`config.mk`:
```
export PLATFORM = sky130hd
export DESIGN_NAME = logic_exec_unit
export DESIGN_NICKNAME = d
export VERILOG_FILES = /design/src/rtl/logic_exec_unit.sv
export SDC_FILE = /design/constraint.sdc
export NUM_CORES = 1
export LEC_CHECK = 0
export BUFFER_PORTS_ARGS = -buffer_cell sky130_fd_sc_hd__buf_2
export CAP_MARGIN = 20
export CORE_MARGIN = 2
export CORE_UTILIZATION = 35
export DETAILED_ROUTE_END_ITERATION = 10
export GPL_TIMING_DRIVEN = 0
export PLACE_DENSITY = 0.52
export SLEW_MARGIN = 15
export SYNTH_ARGS = -nofsm -noshare
export SYNTH_HDL_FRONTEND = slang
export SYNTH_SLANG_ARGS = --single-unit
```
`constraint.sdc`:
```
create_clock -name clk -period 5.5 [get_ports clk]
set_clock_uncertainty 0.15 [all_clocks]
set_input_delay 0.825 -clock clk [delete_from_list [all_inputs] [get_ports clk]]
set_output_delay 0.825 -clock clk [all_outputs]
set_load 0.05 [all_outputs]
```
`src/rtl/logic_exec_unit.sv`:
```
// Purpose: 64-bit bitwise-logic execution unit with a 2-entry result queue toward the CDB.
// Latency: 1 cycle from accept edge to out_valid; results leave strictly in acceptance order.
// Backpressure: in_ready = (cnt < 2) from registered state only; out_ready stalls the queue.
//
// Ports:
//   clk, reset_n (async active-low), flush (synchronous squash of all queued work)
//   in_valid/in_ready, in_op[2:0], in_a, in_b, in_tag  : issue side
//   out_valid/out_ready, out_data, out_tag             : CDB side
//   out_flags[1:0] = {N, Z}                            : only when LOGIC_EXEC_FLAGS_EN is defined
//
// Optional feature macro: LOGIC_EXEC_FLAGS_EN (per-entry N/Z flag storage and out_flags port).
module logic_exec_unit #(
  parameter int WIDTH = 64,
  parameter int TAG_W = 6
) (
  input  logic             clk,
  input  logic             reset_n,
  input  logic             flush,
  input  logic             in_valid,
  output logic             in_ready,
  input  logic [2:0]       in_op,
  input  logic [WIDTH-1:0] in_a,
  input  logic [WIDTH-1:0] in_b,
  input  logic [TAG_W-1:0] in_tag,
  output logic             out_valid,
  input  logic             out_ready,
  output logic [WIDTH-1:0] out_data,
  output logic [TAG_W-1:0] out_tag
`ifdef LOGIC_EXEC_FLAGS_EN
  ,
  output logic [1:0]       out_flags
`endif
);

  // Queue storage, indexed by 1-bit read/write pointers.
  logic [WIDTH-1:0] r_data_mem [0:1];
  logic [TAG_W-1:0] r_tag_mem  [0:1];
  logic             r_wr_ptr;
  logic             r_rd_ptr;
  logic [1:0]       r_cnt;

  // Registered copy of the head entry; ports are driven straight from these.
  logic [WIDTH-1:0] r_out_data;
  logic [TAG_W-1:0] r_out_tag;

  logic [WIDTH-1:0] w_result;
  logic             w_accept;
  logic             w_pop;
  logic             w_load_new;
  logic             w_load_next;

  always_comb begin
    w_result = '0;
    case (in_op)
      3'd0:    w_result = in_a & in_b;
      3'd1:    w_result = in_a | in_b;
      3'd2:    w_result = in_a ^ in_b;
      3'd3:    w_result = ~(in_a | in_b);
      3'd4:    w_result = ~(in_a & in_b);
      3'd5:    w_result = ~(in_a ^ in_b);
      3'd6:    w_result = in_a & ~in_b;
      default: w_result = in_a | ~in_b;
    endcase
  end

  assign in_ready  = (r_cnt < 2'd2);
  assign out_valid = (r_cnt != 2'd0);
  assign w_accept  = in_valid && in_ready && !flush;
  assign w_pop     = out_valid && out_ready && !flush;

  // The new result becomes the head when the queue is (or is about to be) empty.
  assign w_load_new  = w_accept && ((r_cnt == 2'd0) || ((r_cnt == 2'd1) && w_pop));
  // Popping a full queue promotes the older surviving entry to the head.
  assign w_load_next = w_pop && (r_cnt == 2'd2);

  always_ff @(posedge clk or negedge reset_n) begin
    if (!reset_n) begin
      r_cnt         <= 2'd0;
      r_wr_ptr      <= 1'b0;
      r_rd_ptr      <= 1'b0;
      r_data_mem[0] <= '0;
      r_data_mem[1] <= '0;
      r_tag_mem[0]  <= '0;
      r_tag_mem[1]  <= '0;
    end else if (flush) begin
      r_cnt    <= 2'd0;
      r_wr_ptr <= 1'b0;
      r_rd_ptr <= 1'b0;
    end else begin
      if (w_accept) begin
        r_data_mem[r_wr_ptr] <= w_result;
        r_tag_mem[r_wr_ptr]  <= in_tag;
        r_wr_ptr             <= ~r_wr_ptr;
      end
      if (w_pop) begin
        r_rd_ptr <= ~r_rd_ptr;
      end
      r_cnt <= r_cnt + {1'b0, w_accept} - {1'b0, w_pop};
    end
  end

  // Head registers hold their last value when the queue drains or is flushed.
  always_ff @(posedge clk or negedge reset_n) begin
    if (!reset_n) begin
      r_out_data <= '0;
      r_out_tag  <= '0;
    end else if (w_load_new) begin
      r_out_data <= w_result;
      r_out_tag  <= in_tag;
    end else if (w_load_next) begin
      r_out_data <= r_data_mem[~r_rd_ptr];
      r_out_tag  <= r_tag_mem[~r_rd_ptr];
    end
  end

  assign out_data = r_out_data;
  assign out_tag  = r_out_tag;

`ifdef LOGIC_EXEC_FLAGS_EN
  logic [1:0] r_flags_mem [0:1];
  logic [1:0] r_out_flags;
  logic [1:0] w_flags;

  assign w_flags = {w_result[WIDTH-1], (w_result == '0)};

  always_ff @(posedge clk or negedge reset_n) begin
    if (!reset_n) begin
      r_flags_mem[0] <= 2'b00;
      r_flags_mem[1] <= 2'b00;
      r_out_flags    <= 2'b00;
    end else begin
      if (w_accept) begin
        r_flags_mem[r_wr_ptr] <= w_flags;
      end
      if (w_load_new) begin
        r_out_flags <= w_flags;
      end else if (w_load_next) begin
        r_out_flags <= r_flags_mem[~r_rd_ptr];
      end
    end
  end

  assign out_flags = r_out_flags;
`endif

endmodule

```
==> impl_metrics.tcl <==
set metrics [dict create \
    critPathArrivalTime_ps 2800 \
    syn_area_um2 17220 \
    hpwl_mm 41.59 \
    detail-route-antenna-nets 0 \
    async_flop_share 1.000 \
    setup_ws_ps 2938 \
    cts_max_path_buffers 3 \
    end_kind "flop" \
    use_met3 0.04840 \
    grt_pass1_vias 14608 \
    clock_sinks 214 \
    ys_ff_latch 214 \
    setup_viol 0 \
    cts_buffers 26 \
    stdcell_count 2743 \
    cts_resized 0 \
    root_buffer "clkbuf_16" \
    yosysSeqAreaShare 0.3109 \
    wl_per_cell_um 20.67 \
    fin_util 0.4114 \
    busiest_layer "met2" \
    htreeDepth 1 \
    dieWidth_um 225.8 \
    required_ps 5740 \
    synth-edff-count 0 \
    antenna_found_initial 19 \
    worst_pin_slew_ps 993.5 \
    max_cap_violations 0 \
    num_vias 14449 \
    critical_path_class "reg2reg" \
    postSynthNetCount 2211 \
    overflow 0 \
    status "finished, final reports clean" \
    grtUsageMet1 0.2980 \
    gr-usage-all-layers 0.2209 \
    slew_headroom 0.3377 \
    min_period_over_period 0.4658 \
    p_total_uw 7198 \
    ir_worst_vdd_mv 0.1501 \
    vias_per_cell 5.268 \
    numPlacedInstances 2689 \
    fmax_ghz 0.3904 \
    slew_violations 0 \
    fin_setup_tns_ps 0 \
    dieArea_um2 51000 \
    core_um2 48750 \
    cts_tree "built" \
    hold_viol 0 \
    first_iter_violations 1092 \
    place.gp.congestion 0.7957 \
    synth.yosys.warnings 0 \
    use_met2 0.3587 \
    p_leak_uw 0.009809 \
    totalWireLength_mm 56.69 \
    grt_max_degree 102 \
    post_cts_buffers 0 \
    worstHoldPathType "reg2reg" \
    drive_above_1_share 0.2162 \
    pin_count 214 \
    dieHeight_um 225.8 \
    final.min_clock_period_ps 2562 \
    clock_latency_ps 550 \
    io_buffers 212 \
    path_max_fanout 10 \
    path_clk_slew_ps 60 \
    synth_area_per_cell_um2 9.511 \
    rsz0062_at_grt "no" \
    synth_cell_type_count 48 \
    netlist_instances 1811 \
    area_delta_synth_final_pct 16.44 \
    power.density_nw_per_um2 358.9 \
    core.rowCount 81 \
    grt_pass1_wl_mm 86.55 \
    drc 0 \
    start_kind "flop" \
    synth_ff_type "dfrtp_1" \
    nets 2454 \
    start_util 0.3533 \
    dp_slack_ps 2390 \
    ctsHoldBuffers 1 \
    drt_first_pass_iters 9 \
]
[layer usage]
metal / wire, µm / vias to the layer above
met5: 181 / -
met1: 25460 / 7123
met3: 3869 / 110
li1: - / 6781
met4: 1190 / 28
met2: 25990 / 407
[final timing paths]
check	to	from	depth (start not counted)	slack, ps
setup / recovery	out_data[53]	r_rd_ptr	5	2940
hold / removal	r_data_mem[75]	r_data_mem[75]	2	330
setup reg to reg	out_data[53]	r_rd_ptr	5	2940
hold reg to reg	r_data_mem[75]	r_data_mem[75]	2	330
max in group asynchronous	r_data_mem[82]	reset_n	3	3800
min in group asynchronous	r_data_mem[14]	reset_n	2	580
[power breakdown]
group | internal (µW) | switching [µW] | total (µW)
combinational | 1040 | 1790 | 2830
clock | 1040 | 709 | 1750
sequential | 2230 | 385 | 2610
total | 4310 | 2890 | 7200
[critical path, stage by stage (launching register included)]
cell      delay, ps
dfrtp_1         320
clkbuf_1        530
buf_1           800
mux2_2          420
nand2_1          60
o211ai_1        110
[flip-flops by register name (all words and copies together), names as in the netlist]
| name | count |
|---|---|
| r_wr_ptr | 1 |
| r_data_mem | 128 |
| r_tag_mem | 12 |
| r_cnt | 2 |
| r_rd_ptr | 1 |
| out_data | 64 |
| out_tag | 6 |
[kinds of logic after synthesis]
family / share of synthesized area
simple gates: 0.09945
compound gates: 0.1627
buf+inv: 0.07257
fa+ha+maj: 0.1874
mux: 0.1451
flops: 0.3109
xor+xnor: 0.02187
[Yosys cell counts, types with 4 or more instances]
library cell    n  share of area
a21oi_1        28         0.0081
a221o_1        31          0.018
a222oi_1       25          0.015
a22oi_1        66          0.029
and2_1          6         0.0022
buf_2          49          0.014
buf_4          14         0.0061
buf_6           9         0.0059
clkbuf_1       48          0.010
dfrtp_1       214           0.31
ha_1          258           0.19
inv_1         158          0.034
mux2_1         44          0.029
mux2_2        105          0.069
mux2i_1        82          0.048
nand2_1       247          0.054
nand2b_1       60          0.022
nor2_1         63          0.014
nor2b_1         4         0.0015
o211ai_1       29          0.013
o21a_1         25          0.011
o21ai_0        59          0.017
o21ai_1        62          0.018
o221a_2         6         0.0039
o221ai_1       39          0.020
o31ai_1         6         0.0026
xnor2_1         9         0.0046
xor2_1         34          0.017
[area by class of cell]
cell class,count,area [µm²]
Sequential cell,214,5355
Clock inverter,6,82.58
Clock buffer,40,764.5
Timing Repair Buffer,215,1136
Buffer,124,649.4
Tap cell,664,830.8
Inverter,160,600.6
Fill cell,4808,28690
Antenna cell,7,17.52
Multi-Input combinational cell,1313,10620
[cells in the final DEF (no fill, tap or decap), drive strengths merged, types with 29 or more instances in the layout]
cell    Yosys  routed
a21oi      29      29
a22oi      66      66
inv       160     160
o211ai     29      29
nand2b     60      60
dfrtp     214     214
o21ai     121     121
mux2      149     149
mux2i      82      82
nor2       66      66
buf        74     288
o221ai     42      42
nand2     247     247
ha        258     258
clkbuf     50      90
xor2       34      34
a221o      31      31
[per-stage QoR]
step,instance area [µm²],hold slack (ps)
finish,20060,328.7
global route,20040,347.4
CTS,20040,326.8
detailed placement,19180,313.9
global placement,19120,306.2
floorplan,17220,292.9
(Power assumes the default switching activity.)
